--- src/rtl/mem_arbiter.sv ---
// mem_arbiter: two-port arbiter/sequencer for the single-ported data memory. It holds each access for LAT cycles and then pulses done with rdata.
// Optional round-robin tie-break is enabled by defining MEM_ARB_RR_EN; without it port 0 always wins a tie.
module mem_arbiter #(
   parameter int LAT = 4,
   parameter int AW  = 32,
   parameter int DW  = 32
) (
   input  logic            clk,
   input  logic            reset_in_n,
   input  logic            req0,
   input  logic            req1,
   input  logic            we0,
   input  logic            we1,
   input  logic [AW-1:0]   addr0,
   input  logic [AW-1:0]   addr1,
   input  logic [DW-1:0]   wdata0,
   input  logic [DW-1:0]   wdata1,
   input  logic [DW/8-1:0] be0,
   input  logic [DW/8-1:0] be1,
   output logic            gnt0,
   output logic            gnt1,
   output logic            done0,
   output logic            done1,
   output logic [DW-1:0]   rdata,
   output logic            busy,
   output logic            mem_en,
   output logic            mem_we,
   output logic [AW-1:0]   mem_addr,
   output logic [DW-1:0]   mem_wdata,
   output logic [DW/8-1:0] mem_be,
   input  logic [DW-1:0]   mem_rdata
);

   localparam logic [2:0] LAT3 = 3'(LAT);

   typedef enum logic [1:0] {IDLE, ACCESS, RESP} state_t;

   state_t            state, state_nxt;
   logic [2:0]        cnt, cnt_nxt;
   logic              own;
   logic              we_q;
   logic [AW-1:0]     addr_q;
   logic [DW-1:0]     wdata_q;
   logic [DW/8-1:0]   be_q;
   logic [DW-1:0]     rdata_q;
   logic              arb;
   logic              win;
   logic              last_acc;

`ifdef MEM_ARB_RR_EN
   logic              last;
   assign win = (req0 && req1) ? ~last : req1;
`else
   assign win = ~req0 & req1;
`endif

   // Requests are only looked at outside ACCESS.
   assign arb      = (state != ACCESS) && (req0 || req1);
   assign last_acc = (state == ACCESS) && (cnt == LAT3);

   always_ff @(posedge clk or negedge reset_in_n) begin
      if (!reset_in_n) begin
         state <= IDLE;
         cnt   <= 3'd0;
      end else begin
         state <= state_nxt;
         cnt   <= cnt_nxt;
      end
   end

   always_comb begin
      state_nxt = state;
      cnt_nxt   = cnt;
      gnt0      = 1'b0;
      gnt1      = 1'b0;
      done0     = 1'b0;
      done1     = 1'b0;
      rdata     = '0;
      busy      = 1'b0;
      mem_en    = 1'b0;
      mem_we    = 1'b0;
      mem_addr  = '0;
      mem_wdata = '0;
      mem_be    = '0;
      case (state)
         IDLE: begin
            if (arb) begin
               state_nxt = ACCESS;
               cnt_nxt   = 3'd1;
            end
         end
         ACCESS: begin
            busy      = 1'b1;
            mem_en    = 1'b1;
            mem_we    = we_q;
            mem_addr  = addr_q;
            mem_wdata = wdata_q;
            mem_be    = be_q;
            gnt0      = (cnt == 3'd1) && !own;
            gnt1      = (cnt == 3'd1) && own;
            if (cnt == LAT3) begin
               state_nxt = RESP;
            end else begin
               cnt_nxt = cnt + 3'd1;
            end
         end
         RESP: begin
            busy  = 1'b1;
            done0 = !own;
            done1 = own;
            rdata = rdata_q;
            if (arb) begin
               state_nxt = ACCESS;
               cnt_nxt   = 3'd1;
            end else begin
               state_nxt = IDLE;
               cnt_nxt   = 3'd0;
            end
         end
         default: begin
            state_nxt = IDLE;
            cnt_nxt   = 3'd0;
         end
      endcase
   end

   always_ff @(posedge clk or negedge reset_in_n) begin
      if (!reset_in_n) begin
         own     <= 1'b0;
         we_q    <= 1'b0;
         addr_q  <= '0;
         wdata_q <= '0;
         be_q    <= '0;
         rdata_q <= '0;
`ifdef MEM_ARB_RR_EN
         last    <= 1'b1;
`endif
      end else begin
         if (arb) begin
            own     <= win;
            we_q    <= win ? we1    : we0;
            addr_q  <= win ? addr1  : addr0;
            wdata_q <= win ? wdata1 : wdata0;
            be_q    <= win ? be1    : be0;
`ifdef MEM_ARB_RR_EN
            last    <= win;
`endif
         end
         if (last_acc) begin
            rdata_q <= we_q ? '0 : mem_rdata;
         end
      end
   end

endmodule

--- config.mk ---
export PLATFORM = sky130hd
export DESIGN_NAME = mem_arbiter
export DESIGN_NICKNAME = d
export VERILOG_FILES = /design/src/rtl/mem_arbiter.sv
export SDC_FILE = /design/constraint.sdc
export NUM_CORES = 1
export LEC_CHECK = 0
export ABC_AREA = 1
export BUFFER_PORTS_ARGS = -buffer_cell sky130_fd_sc_hd__clkbuf_2
export CORE_ASPECT_RATIO = 0.6
export CORE_MARGIN = 2
export CORE_UTILIZATION = 50
export DETAILED_ROUTE_END_ITERATION = 7
export PLACE_DENSITY = 0.95
export RECOVER_POWER = 100
export SYNTH_ARGS = -nofsm -noshare
export SYNTH_HDL_FRONTEND = slang
export SYNTH_SLANG_ARGS = --single-unit
--- constraint.sdc ---
create_clock -name clk -period 4.25 [get_ports clk]
set_clock_uncertainty 0.15 [all_clocks]
set_input_delay 0.85 -clock clk [delete_from_list [all_inputs] [get_ports clk]]
set_output_delay 0.85 -clock clk [all_outputs]
set_load 0.02 [all_outputs]
# After elaboration in Yosys (flattened, before gate mapping)
# Index checks and enable logic that the tools add are counted.
dict set report totals {
  reg_bits 107
}
dict set report op_classes {
  add_sub_neg 1
  n_eq_ne 8
  n_mux 24
  n_bitwise 2
  reduce_logical 10
}
# cell count
set op_table {}
lappend op_table {{$mux W32} 6}
lappend op_table {{$mux W1} 10}
lappend op_table {{$pmux W3 S3} 1}
lappend op_table {{$mux W4} 2}
lappend op_table {{$mux W3} 2}
lappend op_table {{$pmux W2 S3} 1}
lappend op_table {{$logic_and A1 B1 Y1} 4}
lappend op_table {{$mux W2} 2}
lappend op_table {{$ne A2 B1 Y1 const B} 2}
lappend op_table {{$ne A2 B2 Y1 const B} 2}
lappend op_table {{$reduce_and A2 Y1} 2}
lappend op_table {{$add A3 B1 Y3 const B} 1}
lappend op_table {{$eq A3 B1 Y1 const B} 1}
lappend op_table {{$eq A3 B3 Y1 const B} 1}
lappend op_table {{$eq A2 B1 Y1 const B} 1}
lappend op_table {{$eq A2 B2 Y1 const B} 1}
lappend op_table {{$logic_not A2 Y1} 1}
lappend op_table {{$reduce_or A2 Y1} 1}
lappend op_table {{$and A1 B1 Y1} 1}
lappend op_table {{$logic_not A1 Y1} 1}
lappend op_table {{$logic_or A1 B1 Y1} 1}
lappend op_table {{$not A1 Y1} 1}

# Depth between registers and ports, before layout
dict set report depth {
  ltp_word 4
  ltp_mapped 8
  depth_no_buf 8
}

# Worst setup path before layout
# Ideal clock, no wire load.
dict set report synth_path {
  kind {register to output}
  from {register state[1]}
  to {output gnt1}
  arrival_time_ns 1.428
  slack_ns 1.822
  path_stages_with_launch 5
  path_buffers 0
  path_cell_list {dfrtp_1 -> inv_1 -> ha_1 -> nand2_1 -> nor3b_1}
}
dict set report synth_via {
  elab_chain_cells 2
}
# item line
set synth_lines {}
lappend synth_lines {{start, declared} 38} ;# state_t state, state_nxt;
lappend synth_lines {{start signal, assigned} 66} ;# state <= state_nxt;
lappend synth_lines {{$eq A2 B1 Y1} 85} ;# case (state)
lappend synth_lines {{$mux W1} 85}
lappend synth_lines {{end, declared} 21} ;# output logic gnt1,
# No other way between the ends.

# Worst setup path after layout
dict set report layout_path {
  from {register state[1]}
  to {output mem_wdata[15]}
}
dict set report layout_via {
  elab_chain_cells 2
}
# item line
set layout_lines {}
lappend layout_lines {{$eq A2 B1 Y1} 85}
lappend layout_lines {{$mux W32} 85}
lappend layout_lines {{end, declared} 29} ;# output logic [DW-1:0] mem_wdata,
# No other way between the ends.

==> results.py <==
metrics = {
    "worst_setup_path": {
        "r2r_end": "cnt[2]",
        "crit_path_frequent_cell": "inv_1",
        "arrival_ns": 2.33,
        "critPathMaxStageDelay_ns": 0.69,
        "crit_end": "mem_wdata[15]",
        "critPathRequiredTime_ns": 3.25,
        "crit_family": "buffers and inverters",
        "startpoint": "state[1]",
        "r2r_slack_ns": 0.97,
        "reg2reg_depth": 8,
        "crit_path_end_kind": "primary output",
        "r2r-start": "state[1]",
        "crit_path_start_kind": "register",
        "worstPathCellList": "inv_1 -> ha_1 -> buf_12 -> nand2_1 -> inv_1 -> clkbuf_1",
        "crit_cells": 6,
        "critPathKind": "register to primary output",
        "critPathBufInv": 4,
        "crit_slowest_cell": "ha_1",
        "crit_fanout": 53,
    },
    "yosys": {
        "synthArstFlopShare_pct": 100,
        "synth.avg_cell_area_um2": 7.18,
        "synthFlopType": "dfrtp_1",
        "synth_commonest_cells": "nand2_1 (251), o21ai_1 (130), inv_1 (110)",
        "synthTopCellsByArea": "dfrtp_1 (47%), nand2_1 (17%), o21ai_1 (11%)",
        "yosysMostFrequentCell": "nand2_1",
        "synthCells": 790,
        "synth_top_cell_by_area": "dfrtp_1",
        "synth-seq-cells": 107,
        "ys_types": 24,
        "synth-edff-count": 0,
        "syn_area_mm2": 0.00567,
        "ys_seq_area_share_pct": 47.2,
        "yosysTopAreaCellShare_pct": 47.2,
        "syn-num-nets": 972,
        "yosysWarnings": 0,
    },
    "sta": {
        "worst_pin_slew_ns": 2.11,
        "setup_viol": 0,
        "layout_min_cycle_time_ns": 3.33,
        "hold_viol": 0,
        "post-route-period-util_pct": 78.2,
        "clock.fmax_ghz": 0.301,
        "setup-tns-final_ns": 0,
        "maxSlewHeadroom_pct": -40.5,
        "rsz0062_at_grt": "no",
        "slew_viol_final": 87,
    },
    "cts": {
        "clock_sinks": 107,
        "clk_latency_ns": 0.33,
        "root_buffer": "clkbuf_16",
        "postCtsHoldBufs": 0,
        "clk_pin_slew_ns": 0.07,
        "postCtsSetupBuffers": 0,
        "clockBufferDepth": 2,
        "cts_resized": 0,
        "ctsHtreeMaxLevel": 3,
        "cts-buffers-inserted": 9,
        "cts_tree": "yes",
    },
    "floorplan": {
        "rows": 30,
        "dieHeight_um": 86.5,
        "die_x_um": 142,
        "core_mm2": 0.0112,
        "initial_core_util_pct": 50.7,
        "io_pins": 281,
        "die-area_mm2": 0.0122,
    },
    "layout": {
        "multi_input_area_mm2": 0.00228,
        "drive_above_1_share_pct": 19.7,
        "nets": 1222,
        "antenna_cells": 0,
        "area_growth_pct": 27.4,
        "seq_area_mm2": 0.00268,
        "fill_cells": 1036,
        "postLayoutCoreUtil_pct": 64.6,
    },
    "power": {
        "swShare_pct": 46.0,
        "pwr-share-clk_pct": 18.1,
        "comb_power_share_pct": 45.5,
        "p_int_w": 0.00269,
        "leakagePower_nw": 4.20,
        "power_density_mw_per_mm2": 689,
        "ir_drop_v": 0.000319,
        "p_switching_w": 0.00229,
        "pwr-share-seq_pct": 36.4,
    },
    "global_route": {
        "grt_usage_pct": 26.2,
        "antenna_found_initial": 0,
        "grt_pass1_vias": 5416,
        "grt_overflow_total": 0,
        "grt_max_degree": 87,
        "grt_pass1_wl_um": 25700,
    },
    "routing": {
        "wl_um": 16200,
        "vias": 5958,
        "antenna_left": 0,
        "via_per_inst": 5.01,
        "drcViolationCount": 0,
        "wl_per_cell_um": 13.6,
        "dr.pass1.iters": 5,
        "drt-initial-drc-count": 332,
    },
    "flow_run": {
        "drv_cap": 1,
    },
    "min_path": {
        "hp-class": "register to register",
    },
    "placement": {
        "io_buffers": 280,
        "gp_congestion": 0.832,
        "dp_hpwl_um": 11500,
    },
    "outcome": {
        "outcome": "finished, violations left",
        "violations": "max-capacitance violations, max-slew violations",
    },
}
-- state kept, by name, summed over array words and instances, names as in the netlist --
name,cells
addr_q,32
rdata_q,32
wdata_q,32
be_q,4
cnt,3
state,2
own,1
we_q,1
-- layout by cell type, fill, tap and decap left out --
cell,synthesis,final
inv_2,5,4
clkbuf_2,0,175
nand2_1,251,252
nand4_1,1,1
nor2_1,70,70
o21ai_1,130,61
or2_2,1,1
o21ai_0,11,80
nand2_2,2,1
inv_1,110,112
clkinvlp_4,0,1
clkbuf_16,0,9
a21oi_1,1,1
inv_6,0,2
buf_4,10,5
nor2_4,2,2
o22ai_1,1,1
nor3_1,1,1
dfrtp_1,107,107
ha_1,8,8
clkinv_2,0,1
nor3b_1,1,1
buf_12,0,1
bufinv_16,0,2
nand2_4,1,1
clkinv_4,0,1
nand3_1,37,37
clkbuf_1,16,107
-- routing by layer --
metal	global-route usage, %	vias up	share of wire [%]
met5	0	-	0
met4	5.73	0	1.6
met3	6.13	29	7.5
met2	45.4	272	49
met1	34.0	2750	42
li1	-	2907	-
-- metrics by stage --
step           instance area [um2]  hold WS, ns  setup WS, ns  total power (W)  cells
3_3_place_gp                  7050        0.312          1.62          0.00412   1173
2_1_floorplan                 5670        0.299          1.82          0.00343    790
4_1_cts                       7380        0.334          1.22          0.00513   1189
6_report                      7230        0.331         0.925          0.00498   1189
3_5_place_dp                  7050        0.315          1.58          0.00422   1173
5_1_grt                       7230        0.344         0.609          0.00537   1189
-- power by group through the flow --
stage	clock [W]	sequential [W]	combinational, W
floorplan	0	0.00172	0.00171
global placement	0	0.00179	0.00233
detailed placement	0	0.00181	0.00241
CTS	0.000918	0.00180	0.00241
global route	0.000964	0.00186	0.00255
finish	0.000901	0.00181	0.00227
-- cells by family after synthesis --
| kind of cell | after synthesis | synth area share [%] |
|---|---|---|
| AOI/OAI and AO/OA | 143 | 12.6 |
| adders and majority gates | 8 | 1.76 |
| buffers and inverters | 165 | 12.7 |
| DFF | 107 | 47.2 |
| and+or+nand+nor | 367 | 25.8 |
-- how the worst min path moves through the flow --
stage                            from     endpoint  slack, ns  cells past startpoint
final                     rdata_q[11]  rdata_q[11]       0.33                      2
after global routing       rdata_q[9]   rdata_q[9]       0.34                      2
after CTS                 rdata_q[13]  rdata_q[13]       0.33                      2
after detailed placement  rdata_q[13]  rdata_q[13]       0.32                      2
after global placement    rdata_q[18]  rdata_q[18]       0.31                      2
after floorplan            rdata_q[0]   rdata_q[0]       0.30                      2
-- worst reg2reg max path, delay by kind of cell (launching register included) --
kind / cells / cell delay [ns]
flip-flops: 1 / 0.42
AO/OA/AOI/OAI: 1 / 0.12
adder cells (fa/ha/maj): 1 / 0.69
AND/OR/NAND/NOR: 2 / 0.50
buffers and inverters: 4 / 1.28
-- layout make-up --
cell class	instances	area share, %
multi-input cells	518	31.5
flip-flops and latches	107	37.0
clock buffers	9	3.12
repair buffers	288	18.5
clock inverters	7	1.37
inverters	116	6.02
well taps	144	2.49
Power figures use the tool's default switching activity.
